### config.mk
export PLATFORM = sky130hd
export DESIGN_NAME = led_bounce
export DESIGN_NICKNAME = d
export VERILOG_FILES = /design/src/rtl/led_bounce.sv
export SDC_FILE = /design/constraint.sdc
export NUM_CORES = 1
export LEC_CHECK = 0
export BUFFER_PORTS_ARGS = -buffer_cell sky130_fd_sc_hd__buf_2
export CAP_MARGIN = 20
export CORE_MARGIN = 3
export CORE_UTILIZATION = 50
export DETAILED_ROUTE_END_ITERATION = 10
export GPL_TIMING_DRIVEN = 1
export MAX_ROUTING_LAYER = met4
export PLACE_DENSITY = 0.74
export SLEW_MARGIN = 20
export SYNTH_ARGS = -nofsm -noshare
export SYNTH_HDL_FRONTEND = slang
export SYNTH_SLANG_ARGS = --single-unit
### constraint.sdc
create_clock -name clk -period 3.7 [get_ports clk]
set_input_delay 0.74 -clock clk [delete_from_list [all_inputs] [get_ports clk]]
set_output_delay 0.74 -clock clk [all_outputs]
set_load 0.01 [all_outputs]
### src/rtl/led_bounce.sv
// Bidirectional one-hot LED scanner: the lit bit walks 0 -> MSB, dwells,
// walks back to 0, dwells, and repeats. A free-running prescaler provides
// the step enable; everything runs on the single system clock.
module led_bounce #(
  parameter int unsigned COUNTER_BITS = 21,
  parameter int unsigned LED_BITS     = 16,
  parameter int unsigned DWELL_TICKS  = 4
) (
  input  logic                clk,
  input  logic                btnC,
  input  logic                pause,
  output logic [LED_BITS-1:0] led,
  output logic                dir,
  output logic                end_pulse
);

  localparam int unsigned DwellW = (DWELL_TICKS == 0) ? 1 : $clog2(DWELL_TICKS + 1);
  // Dwell states are unreachable when DWELL_TICKS is 0, so the value is moot there.
  localparam logic [DwellW-1:0] DwellLast =
      (DWELL_TICKS == 0) ? '0 : DwellW'(DWELL_TICKS - 1);
  localparam bit NoDwell = (DWELL_TICKS == 0);

  typedef enum logic [1:0] {StLeft, StDwellHi, StRight, StDwellLo} state_e;

  logic [COUNTER_BITS-1:0] presc_q, presc_d;
  logic [LED_BITS-1:0]     led_q, led_d;
  logic [DwellW-1:0]       dwell_q, dwell_d;
  state_e                  state_q, state_d;
  logic                    dir_q, dir_d;
  logic                    end_q, end_d;
  logic                    tick;

  // A paused cycle neither advances the prescaler nor produces a tick.
  assign tick    = (&presc_q) & ~pause;
  assign presc_d = pause ? presc_q : presc_q + COUNTER_BITS'(1);

  // Next-state and output decode; state moves only on a tick.
  always_comb begin
    state_d = state_q;
    led_d   = led_q;
    dir_d   = dir_q;
    dwell_d = dwell_q;
    end_d   = 1'b0;
    if (tick) begin
      unique case (state_q)
        StLeft: begin
          led_d = led_q << 1;
          // Arriving at the MSB when the bit just below it is the lit one.
          if (led_q[LED_BITS-2]) begin
            end_d   = 1'b1;
            dwell_d = '0;
            if (NoDwell) begin
              state_d = StRight;
              dir_d   = 1'b0;
            end else begin
              state_d = StDwellHi;
            end
          end
        end
        StDwellHi: begin
          if (dwell_q == DwellLast) begin
            state_d = StRight;
            dir_d   = 1'b0;
          end else begin
            dwell_d = dwell_q + DwellW'(1);
          end
        end
        StRight: begin
          led_d = led_q >> 1;
          if (led_q[1]) begin
            end_d   = 1'b1;
            dwell_d = '0;
            if (NoDwell) begin
              state_d = StLeft;
              dir_d   = 1'b1;
            end else begin
              state_d = StDwellLo;
            end
          end
        end
        StDwellLo: begin
          if (dwell_q == DwellLast) begin
            state_d = StLeft;
            dir_d   = 1'b1;
          end else begin
            dwell_d = dwell_q + DwellW'(1);
          end
        end
        default: begin
          state_d = StLeft;
          led_d   = LED_BITS'(1);
          dir_d   = 1'b1;
          dwell_d = '0;
        end
      endcase
    end
  end

  // State registers with synchronous reset that overrides pause and tick.
  always_ff @(posedge clk) begin
    if (btnC) begin
      presc_q <= '0;
      led_q   <= LED_BITS'(1);
      dwell_q <= '0;
      state_q <= StLeft;
      dir_q   <= 1'b1;
      end_q   <= 1'b0;
    end else begin
      presc_q <= presc_d;
      led_q   <= led_d;
      dwell_q <= dwell_d;
      state_q <= state_d;
      dir_q   <= dir_d;
      end_q   <= end_d;
    end
  end

  assign led       = led_q;
  assign dir       = dir_q;
  assign end_pulse = end_q;

endmodule

; ---- Word-level counts from Yosys, hierarchy flattened
; Cells that the tools add are included.
[word_totals]
wordCells = 46
reg_bits = 44
out_inout_bits = 18
[op_classes]
n_reduce_logical = 10
bitwise = 3
mux = 16
n_eq_ne = 9
n_addsub = 2
[ops]
columns = op, n
row1 = one-hot mux 16 bit (2 select lines), 1
row2 = adder 21 x 1 -> 21 bit (second input constant), 1
row3 = AND reduction 21 bit, 1
row4 = inequality test 2 bit (second input constant), 5
row5 = two-way mux 3 bit, 3
row6 = one-hot mux 3 bit (3 select lines), 1
row7 = two-way mux 2 bit, 4
row8 = one-hot mux 2 bit (4 select lines), 1
row9 = AND reduction 4 bit, 2
row10 = AND reduction 5 bit, 1
row11 = == test 2 bit (second input constant), 2
row12 = two-way mux 1 bit, 4
row13 = one-hot mux 1 bit (2 select lines), 2
row14 = nonzero test 2 bit, 2
row15 = OR reduction 2 bit, 2
row16 = adder 3 x 1 -> 3 bit (second input constant), 1
row17 = == test 3 x 2 -> 1 bit (second input constant), 1
row18 = == test 2 x 1 -> 1 bit (second input constant), 1
row19 = zero test 2 bit, 1
row20 = NOT 1 bit, 2
row21 = AND reduction 2 bit, 1
row22 = AND 1 bit, 1

; ---- Longest topological paths before layout
[logic_depth]
depth_word = 4
depth_mapped = 8
mapped_depth_nobuf = 6

; ---- Worst setup path before layout
; OpenSTA, ideal clock, no wires.
[synth_timing]
path_kind = input -> register
from = input pause
to = register led_q[10], in the netlist led[10]
path_buffers = 3
required_ns = 3.584
stages = 7
slack_ns = 1.356
arrival_time_ns = 2.229
path_cell_list = nand4b_4 or4_1 buf_2 or2_1 buf_6 buf_6 a31o_1
[synth_between]
elab_chain_len = 3
[synth_rtl]
columns = element, line
row1 = "start, declared", 11  ; input logic pause,
row2 = NOT 1 bit, 34  ; assign tick = (&presc_q) & ~pause;
row3 = AND 1 bit, 34
row4 = AND reduction 2 bit (no line), -
row5 = "end signal, assigned", 110  ; led_q <= led_d;
row6 = "end, declared", 26  ; logic [LED_BITS-1:0] led_q, led_d;
; Every way passes these cells.
; A chain may end at the register's enable or synchronous reset.

; ---- Worst setup path after layout
[layout_timing]
from = register state_q[0]
to = register led_q[0], in the netlist led[0]
[layout_between]
elab_chain_len = 3
[layout_rtl]
columns = element, line
row1 = "start, declared", 28  ; state_e state_q, state_d;
row2 = "start signal, assigned", 105  ; state_q <= StLeft;
row3 = "start signal, assigned", 112  ; state_q <= state_d;
row4 = == test 2 bit / zero test 2 bit (equally long branches), 45  ; unique case (state_q)
row5 = nonzero test 2 bit (no line), -
row6 = AND reduction 2 bit (no line), -
; Several ways; a longest one is shown, not always the timed one.

==> flow_metrics.py <==
metrics = {
    "final_layout": {
        "drive_above_1_share_pct": 17.2,
        "fin_util_pct": 58.2,
        "antenna_cells": 0,
        "syn2layout_area_growth_pct": 8.32,
        "fillers": 358,
        "finalNetCount": 265,
        "fin_area_um2": 2430,
    },
    "die": {
        "die_x_um": 72.9,
        "die_area_um2": 5320,
        "initial_utilization_pct": 53.7,
        "io_pins": 21,
        "rows": 23,
        "core_area_um2": 4170,
        "chipHeight_um": 72.9,
    },
    "sta": {
        "finalCriticalPeriod_ns": 2.58,
        "clock_skew_ns": 0.00517,
        "finalHoldViolations": 0,
        "max_freq_mhz": 388,
        "setup_tns_ns": 0,
        "hold_ws_ns": 0.488,
        "period_share_pct": 69.7,
        "tightest_slew_ns": 0.894,
        "slew-limit-headroom_pct": 40.4,
        "rsz0062_at_grt": "false",
        "maxSlewViolCount": 0,
        "setup_violations": 0,
    },
    "yosys": {
        "yosys_warnings": 0,
        "yosys_register_bits": 44,
        "ys.flop_type": "dfxtp_1",
        "synth_cells": 244,
        "synth_edf_count": 0,
        "synth.avg_cell_area_um2": 9.18,
        "synth_fp_nets": 254,
        "netlist_area_um2": 2240,
        "ys_types": 45,
        "async_reset_ff_share_pct": 0,
        "yosysSeqAreaShare_pct": 39.3,
    },
    "power_and_ir_drop": {
        "p_sw_w": 0.000178,
        "p_comb_share_pct": 2.7,
        "p_per_area_nw_per_um2": 333,
        "power.internal_w": 0.000630,
        "swShare_pct": 22.0,
        "vdd_drop_max_mv": 0.245,
        "leakagePower_nw": 0.842,
        "pwr-share-seq_pct": 59.2,
        "clockPowerShare_pct": 38.1,
    },
    "clock_network": {
        "htreeDepth": 2,
        "cts-buffers-inserted": 5,
        "clockBufferDepth": 2,
        "cts_resized": 0,
        "clkTransAtPathRegs_ns": 0.08,
        "cts.sinks": 44,
        "clock_latency_ns": 0.30,
        "tritoncts": "built",
        "cts_root_buf": "clkbuf_8",
        "cts_hold_repair.buffers": 0,
        "post_cts_buffers": 0,
    },
    "worst_setup_path": {
        "worstSetupStartpointType": "flip-flop",
        "required_ns": 3.89,
        "r2r_start": "state_q[0]$_SDFFE_PP0P_",
        "crit_type": "flip-flop to flip-flop",
        "r2r_slack_ns": 1.12,
        "cp_slowest_stage_delay_ns": 0.74,
        "crit_chain": "inv_1 -> ha_1 -> o2111ai_1 -> buf_4 -> or2_1 -> a211o_1",
        "path_max_fanout": 18,
        "slowest_stage": "ha_1",
        "cp-end-kind": "flip-flop",
        "reg2reg_depth": 6,
        "r2r-end": "led[0]$_SDFFE_PP1P_",
        "crit_arrival_ns": 2.77,
    },
    "hold_path": {
        "worst_hold_path_type": "flip-flop to flip-flop",
        "worstHoldEndpoint": "dir$_SDFFE_PP1P_",
        "holdCritStartpoint": "dir$_SDFFE_PP1P_",
        "worstHoldPathCells": 2,
    },
    "global_route": {
        "antenna_found_initial": 0,
        "grt_pass1_vias": 1801,
        "grt.overflow.total": 0,
        "gr-usage-all-layers_pct": 20.0,
        "grt_pass1_wl_um": 8260,
        "grt_max_degree": 45,
    },
    "status": {
        "status": "complete, no violations",
    },
    "flow_run": {
        "maxCapViolCount": 0,
    },
    "drt": {
        "drtIter0Drc": 160,
        "drc": 0,
        "ant_nets": 0,
        "avgRoutedWirePerCell_um": 15.0,
        "num_vias": 1856,
        "via_per_inst": 6.07,
        "drt-total-wl_um": 4590,
        "firstDrtPassIters": 5,
    },
    "place": {
        "place.port_buffers": 20,
        "dp_hpwl_um": 3130,
        "dpl-instance-area_um2": 2330,
        "globalplace.congestion": 0.791,
    },
}
-- power groups by stage --
stage / Combinational (W) / Sequential (W) / Clock, W
final: 0.0000217 / 0.000478 / 0.000308
after global routing: 0.0000250 / 0.000479 / 0.000334
after CTS: 0.0000220 / 0.000478 / 0.000319
after detailed placement: 0.0000219 / 0.000489 / 0
after global placement: 0.0000214 / 0.000489 / 0
after floorplan: 0.0000168 / 0.000489 / 0
-- metrics by stage --
step           std cells  setup slack (ns)  total power (W)
2_1_floorplan        244              1.36         0.000506
3_3_place_gp         298             0.882         0.000510
3_5_place_dp         298             0.844         0.000511
4_1_cts              306              1.12         0.000819
5_1_grt              306             0.926         0.000838
6_report             306              1.12         0.000808
-- cells in the mapped netlist (8+ instances only) --
cell type	instances	area [µm²]
mux2i_1	16	160
a31o_1	9	78.8
xnor2_1	8	70.1
clkbuf_1	13	48.8
dfxtp_1	44	881
nand2_1	14	52.6
nor3_1	8	40.0
nor4_1	17	106
nor2_1	15	56.3
nand3_1	8	40.0
-- critical path, delay by kind of cell, from the launching register on --
family / cells / cell delay, ns
compound gates: 2 / 0.59
fa+ha+maj: 1 / 0.74
buf+inv: 2 / 0.32
flops: 1 / 0.35
simple gates: 1 / 0.45
-- worst max path at each step --
stage | cells past startpoint | from | slack, ns | endpoint
floorplan | 7 | pause | 1.36 | led[10]$_SDFFE_PP0P_
global placement | 6 | pause | 0.88 | led[0]$_SDFFE_PP1P_
detailed placement | 6 | pause | 0.84 | led[0]$_SDFFE_PP1P_
CTS | 6 | state_q[0]$_SDFFE_PP0P_ | 1.12 | led[0]$_SDFFE_PP1P_
global route | 6 | state_q[0]$_SDFFE_PP0P_ | 0.93 | led[0]$_SDFFE_PP1P_
finish | 6 | state_q[0]$_SDFFE_PP0P_ | 1.12 | led[0]$_SDFFE_PP1P_
-- state kept, by name (all words and copies together) (netlist names) --
signal / count
presc_q: 21
led: 16
dwell_q: 3
state_q: 2
dir: 1
end_pulse: 1
-- cell type report --
| class | instances | area (µm²) | area share (%) |
|---|---|---|---|
| multi-input combinational | 174 | 1250 | 51.3 |
| tap | 50 | 62.6 | 2.58 |
| clock buffer | 6 | 82.6 | 3.40 |
| inverter | 8 | 30.0 | 1.24 |
| clock inverter | 2 | 10.0 | 0.412 |
| sequential | 44 | 881 | 36.3 |
| timing repair buffer | 22 | 115 | 4.74 |
-- kinds of logic after synthesis --
group	Yosys count	synth area share (%)
compound gates	43	15.3
buf+inv	26	5.08
simple gates	96	24.5
fa+ha+maj	7	3.91
xor+xnor	11	4.30
flops	44	39.3
mux	17	7.65
-- per-layer routing --
metal | track usage, % | vias to the layer above | part of all wire [%]
li1 | - | 942 | -
met2 | 30.1 | 25 | 44
met3 | 4.27 | 8 | 3.4
met1 | 26.6 | 881 | 51
met5 | - | - | 0
met4 | 7.17 | 0 | 1.5
-- cells in the final DEF, fill, tap and decap left out, types with 3 or more instances in the layout --
cell type	Yosys	routed
nor2_1	15	15
xnor2_1	8	8
and4_1	3	3
xor2_1	3	3
o41ai_1	4	4
nand2_1	14	14
nor4_1	17	17
or2_2	3	3
mux2i_1	16	16
inv_1	7	7
clkbuf_8	0	6
or3_1	6	6
o21ai_0	4	4
a31o_1	9	9
nand4_1	7	7
nor3_1	8	8
dfxtp_1	44	44
buf_2	1	20
nand3_1	8	8
ha_1	7	7
or4_1	3	3
a21oi_1	6	6
a31o_2	6	6
o311ai_0	5	5
(Power assumes the default switching activity.)
